File: src/rtl/best_match_sched.sv
// best_match_sched: walks a candidate library of N entries and drives an
// external dist_calc unit through its ready/finished handshake. It tracks the
// candidate with the smallest squared distance. Ties keep the lower index.
//
// Optional feature, enabled by defining BEST_MATCH_THRESH_EN: a threshold
// (thresh_dist2) is latched at start. The search stops early, with hit=1, on
// the first candidate whose distance is at or below that threshold. When the
// macro is undefined, every search scans all N candidates.
module best_match_sched #(
  parameter int INDEX_BITS  = 8,
  parameter int NUMBER_BITS = 16
) (
  input  logic                          clk,
  input  logic                          reset,
`ifdef BEST_MATCH_THRESH_EN
  input  logic [2*(NUMBER_BITS+3):0]    thresh_dist2,
  output logic                          hit,
`endif
  input  logic                          start,
  input  logic [INDEX_BITS-1:0]         count,
  output logic [INDEX_BITS-1:0]         cand_addr,
  output logic                          calc_ready,
  input  logic                          calc_finished,
  input  logic [2*(NUMBER_BITS+3):0]    calc_dist2,
  output logic                          busy,
  output logic                          done,
  output logic                          found,
  output logic [INDEX_BITS-1:0]         best_index,
  output logic [2*(NUMBER_BITS+3):0]    best_dist2
);

  localparam int DIST_BITS = 2 * (NUMBER_BITS + 3) + 1;

  typedef enum logic [2:0] {
    IDLE,
    FETCH,
    ISSUE,
    WAIT_LOW,
    WAIT_HIGH,
    NEXT,
    DONE
  } state_t;

  state_t                state;
  state_t                state_nxt;

  // cur is the candidate being scored. It also drives cand_addr, so the
  // address stays put from FETCH through WAIT_HIGH while dist_calc reads the
  // library output combinationally.
  logic [INDEX_BITS-1:0] cur;
  logic [INDEX_BITS-1:0] num_cand;
  logic [INDEX_BITS-1:0] last_idx;
  logic                  is_better;
  logic                  thresh_hit;

  // num_cand is never zero outside IDLE/DONE, so last_idx cannot underflow
  // where it is used.
  assign last_idx  = num_cand - INDEX_BITS'(1);
  assign is_better = (calc_dist2 < best_dist2);

`ifdef BEST_MATCH_THRESH_EN
  logic [DIST_BITS-1:0] thresh_q;
  assign thresh_hit = (calc_dist2 <= thresh_q);
`else
  assign thresh_hit = 1'b0;
`endif

  assign busy      = (state != IDLE);
  assign done      = (state == DONE);
  assign cand_addr = cur;

  // State register; reset aborts any search, including one mid-calculation.
  always_ff @(posedge clk) begin
    // NOTE: registers are written with non-blocking assignments so every
    // flop samples pre-edge values, independent of statement order.
    if (reset) begin
      state <= IDLE;
    end else begin
      state <= state_nxt;
    end
  end

  // Next-state and handshake decode.
  always_comb begin
    // NOTE: defaults come first so every path assigns every output and no
    // latch is inferred.
    state_nxt  = state;
    calc_ready = 1'b0;
    unique case (state)
      IDLE: begin
        if (start) begin
          state_nxt = (count == '0) ? DONE : FETCH;
        end
      end
      FETCH: begin
        state_nxt = ISSUE;
      end
      ISSUE: begin
        // Wait for dist_calc to be idle. This covers the case where a reset
        // cut short a previous calculation that is still running.
        if (calc_finished) begin
          calc_ready = 1'b1;
          state_nxt  = WAIT_LOW;
        end
      end
      WAIT_LOW: begin
        if (!calc_finished) begin
          state_nxt = WAIT_HIGH;
        end
      end
      WAIT_HIGH: begin
        if (calc_finished) begin
          state_nxt = thresh_hit ? DONE : NEXT;
        end
      end
      NEXT: begin
        state_nxt = (cur == last_idx) ? DONE : FETCH;
      end
      DONE: begin
        state_nxt = IDLE;
      end
      default: begin
        state_nxt = IDLE;
      end
    endcase
  end

  // Search datapath: candidate counter, running minimum and result flags.
  always_ff @(posedge clk) begin
    if (reset) begin
      cur        <= '0;
      num_cand   <= '0;
      found      <= 1'b0;
      best_index <= '0;
      best_dist2 <= '1;
`ifdef BEST_MATCH_THRESH_EN
      hit        <= 1'b0;
      thresh_q   <= '0;
`endif
    end else begin
      unique case (state)
        IDLE: begin
          if (start) begin
            num_cand   <= count;
            cur        <= '0;
            found      <= 1'b0;
            best_index <= '0;
            best_dist2 <= '1;
`ifdef BEST_MATCH_THRESH_EN
            hit        <= 1'b0;
            thresh_q   <= thresh_dist2;
`endif
          end
        end
        WAIT_HIGH: begin
          if (calc_finished) begin
            found <= 1'b1;
            // The comparison is strict, so an equal distance never displaces
            // an earlier index.
            if (is_better) begin
              best_dist2 <= calc_dist2;
              best_index <= cur;
            end
`ifdef BEST_MATCH_THRESH_EN
            if (thresh_hit) begin
              hit <= 1'b1;
            end
`endif
          end
        end
        NEXT: begin
          // cur stops at N-1 and never wraps.
          if (cur != last_idx) begin
            cur <= cur + INDEX_BITS'(1);
          end
        end
        default: begin
        end
      endcase
    end
  end

endmodule

File: config.mk
export PLATFORM = sky130hd
export DESIGN_NAME = best_match_sched
export DESIGN_NICKNAME = d
export VERILOG_FILES = /design/src/rtl/best_match_sched.sv
export SDC_FILE = /design/constraint.sdc
export NUM_CORES = 1
export LEC_CHECK = 0
export ABC_AREA = 1
export CORE_AREA = 2 2 89 108
export DETAILED_ROUTE_END_ITERATION = 7
export DIE_AREA = 0 0 91 110
export GPL_TIMING_DRIVEN = 1
export PLACE_DENSITY = 0.82
export SYNTH_ARGS = -nofsm -noshare
export SYNTH_HDL_FRONTEND = slang
export SYNTH_SLANG_ARGS = --single-unit
File: constraint.sdc
create_clock -name clk -period 2.5 [get_ports clk]
set_input_delay 0.625 -clock clk [delete_from_list [all_inputs] [get_ports clk]]
set_output_delay 0.625 -clock clk [all_outputs]
set_load 0.03 [all_outputs]
==> flow_metrics.py <==
metrics = {
    "outcome": {
        "outcome": "finished, final reports clean",
    },
    "clock_network": {
        "clkSinkCount": 67,
        "cts_made_buffers": 9,
        "root_buffer": "clkbuf_8",
        "cts_buffer_depth": 2,
        "path_clk_slew_ns": 0.07,
        "holdBufCountCts": 0,
        "clk_latency_ns": 0.35,
        "cts_tree": "done",
        "htreeDepth": 3,
        "cts_setup_buffers": 0,
    },
    "finish": {
        "fill_cells": 793,
        "area_delta_synth_final_pct": 32.7,
        "drive_above_1_share_pct": 11.0,
        "diodes": 0,
        "final-seq-area_mm2": 0.00134,
        "nets": 826,
        "multi_input_area_mm2": 0.00255,
    },
    "critical_path": {
        "max_stage_delay_ns": 0.43,
        "critPathLaunchType": "input port",
        "cp_top_family": "buffers and inverters",
        "arrival_ns": 2.55,
        "path_cells": "clkdlybuf4s50_1 > ha_1 > a21oi_1 > o21a_1 > nand2_1 > a21oi_1 > nand3_1 > nand2_2 > nand2_4 > buf_4 > nand2_1 > nand3_1",
        "crit_required_ns": 2.72,
        "reg2reg_setup_slack_ns": 0.47,
        "end_kind": "register",
        "path_class": "in -> reg",
        "cpMaxStageDelayCell": "clkdlybuf4s50_1",
        "cp_num_buf_inv": 2,
        "reg2reg_to": "best_index[7]",
        "rr_startpoint": "best_dist2[30]",
        "crit_fanout": 11,
        "reg2reg_depth": 12,
    },
    "route": {
        "drtIter0Drc": 216,
        "drc": 0,
        "dr.pass1.iters": 5,
        "vias": 4505,
        "antenna_left": 0,
        "wl_per_cell_um": 13.8,
        "routed_wl_um": 11800,
        "vias_per_cell": 5.25,
    },
    "power": {
        "powerDensity_mw_per_mm2": 916,
        "leakagePower_nw": 2.91,
        "total_power_mw": 5.30,
        "vdd_drop_max_uv": 402,
    },
    "grt": {
        "overflow": 0,
        "use_met2_pct": 43.3,
        "grt_pass1_vias": 4294,
        "grt_use_total_pct": 24.0,
        "use_met1_pct": 29.0,
        "met3_usage_pct": 4.08,
        "grt_pass1_wl_um": 19700,
        "busiest_layer": "met2",
        "grt_max_degree": 49,
        "antenna_found_initial": 0,
    },
    "synthesis": {
        "syn-num-nets": 716,
        "ys_seq_elements": 67,
        "yosysWarnings": 0,
        "yosys.area.top_type": "dfxtp_1",
        "syn-instance-count": 625,
        "avgSynthCellArea_um2": 6.97,
        "ys_seq_area_share_pct": 30.8,
        "synth.distinct_cells": 36,
        "synth_top_area_share_pct": 30.8,
        "synthFlopType": "dfxtp_1",
        "synth-edff-count": 0,
        "async_flop_share_pct": 0,
        "yosys-top-cells-area": "dfxtp_1 31%, nand3_1 12%, ha_1 11%",
        "syn-cell-area_mm2": 0.00436,
    },
    "timing": {
        "worst_slew_pin_slew_ns": 0.373,
        "timing.fmax_ghz": 0.428,
        "clock_skew_ns": 0.0129,
        "slew_headroom_pct": 74.9,
        "hold_viol_final": 0,
        "period_share_pct": 93.4,
        "finalSetupTns_ns": 0,
        "setup_viol": 0,
        "finalWorstPathRequiredPeriod_ns": 2.34,
        "rsz0062_at_grt": "no",
        "slew_violations": 0,
    },
    "floorplanning": {
        "die_w_um": 91,
        "start_util_pct": 48.8,
        "coreArea_mm2": 0.00894,
        "die_height_um": 110,
        "die-area_mm2": 0.0100,
        "core.rowCount": 38,
        "pin_count": 110,
    },
    "worst_hold_path": {
        "hold_class": "reg -> reg",
        "min_from": "best_index[1]",
        "min_to": "best_index[1]",
        "worstHoldPathCells": 2,
    },
    "flow_run": {
        "drv_cap": 0,
    },
    "placement": {
        "dpl.hpwl_um": 8770,
        "gp_congestion": 0.896,
        "io_buffers": 109,
    },
}
-- per-layer routing --
layer / routed length (um) / up-vias / share of wire (%)
li1: - / 2244 / -
met1: 4950 / 2058 / 42
met4: 228 / 0 / 1.9
met5: 0 / - / 0
met2: 5880 / 183 / 50
met3: 794 / 20 / 6.7
-- layout by cell type (no fill, tap or decap), types with 2 or more instances in the layout --
cell,n
buf_12,3
nand3b_1,2
nor2_2,3
nand3_1,108
ha_1,40
buf_4,17
clkinv_2,2
clkbuf_8,9
nand2_2,2
nand2_1,132
or2_1,8
inv_2,3
nand2_4,3
xor2_1,7
o21ai_0,9
nor2_4,2
a21oi_1,45
xnor2_1,4
dfxtp_1,67
nor3_1,4
a21o_1,2
nand4_1,5
nor4_1,2
nor2_1,37
inv_1,72
or2_2,30
clkdlybuf4s50_1,106
-- worst min-delay path, delay by kind of cell, from the launching register on --
kind	cells	cell delay, ns
DFF	1	0.31
AOI/OAI and AO/OA	1	0.05
and+or+nand+nor	1	0.06
-- worst max path at each step --
stage | from | endpoint | slack, ns | depth (start not counted)
finish | calc_dist2[36] | best_dist2[12] | 0.16 | 12
CTS | state[0] | busy | 0.05 | 5
detailed placement | calc_dist2[38] | best_index[7] | -0.19 | 12
floorplan | calc_dist2[38] | best_dist2[30] | 0.39 | 12
global placement | calc_dist2[36] | best_dist2[11] | -0.12 | 12
global route | calc_dist2[34] | best_index[3] | 0.02 | 14
-- power breakdown --
part / leakage (nW) / switching, mW / internal [mW]
Sequential: 0.550 / 0.215 / 1.33
Combinational: 2.27 / 1.70 / 1.17
Clock: 0.0909 / 0.428 / 0.448
-- synth_stat cells, types with 7 or more instances --
master    count
a21oi_1      45
clkbuf_1     13
dfxtp_1      67
ha_1         40
inv_1        72
nand2_1     132
nand3_1     108
nor2_1       38
o21ai_0       9
or2_1         8
or2_2        30
xor2_1        7
-- cell type report --
cell class	instances	share of cell area (%)
clock buffers	9	2.14
clock inverters	5	0.973
inverters	76	4.98
multi-input cells	453	44.2
flip-flops and latches	67	23.2
well taps	120	2.60
repair buffers	128	22.0
-- stage by stage --
step           utilization (%)  hold slack [ns]  setup slack [ns]  instances  area [um^2]
6_report                  64.7            0.471             0.165        858         5780
3_3_place_gp              62.7            0.449            -0.118        844         5600
2_1_floorplan                -            0.448             0.394        625         4360
5_1_grt                   64.7            0.498            0.0152        858         5780
3_5_place_dp              62.7            0.457            -0.187        844         5600
4_1_cts                   64.7            0.473            0.0547        858         5780
-- kinds of logic after synthesis --
logic type / Yosys count / share of synthesized area [%]
adders and majority gates: 40 / 11.5
and+or+nand+nor: 341 / 37.2
DFF: 67 / 30.8
AOI/OAI and AO/OA: 60 / 7.21
xor gates and xnor gates: 12 / 2.73
buffers and inverters: 105 / 10.7
-- flip-flops by register name (all words and copies together) (netlist names) --
| signal | cells |
|---|---|
| state | 3 |
| best_index | 8 |
| found | 1 |
| num_cand | 8 |
| best_dist2 | 39 |
| cand_addr | 8 |
-- what timing repair did --
action                                  4_1_cts  5_1_grt
pin swaps                                     0        0
endpoints found under the setup margin        1        2
hold endpoints to repair                      0        0
gates resized for setup                       1        2
No activity file was read; power rests on OpenSTA's default activity.
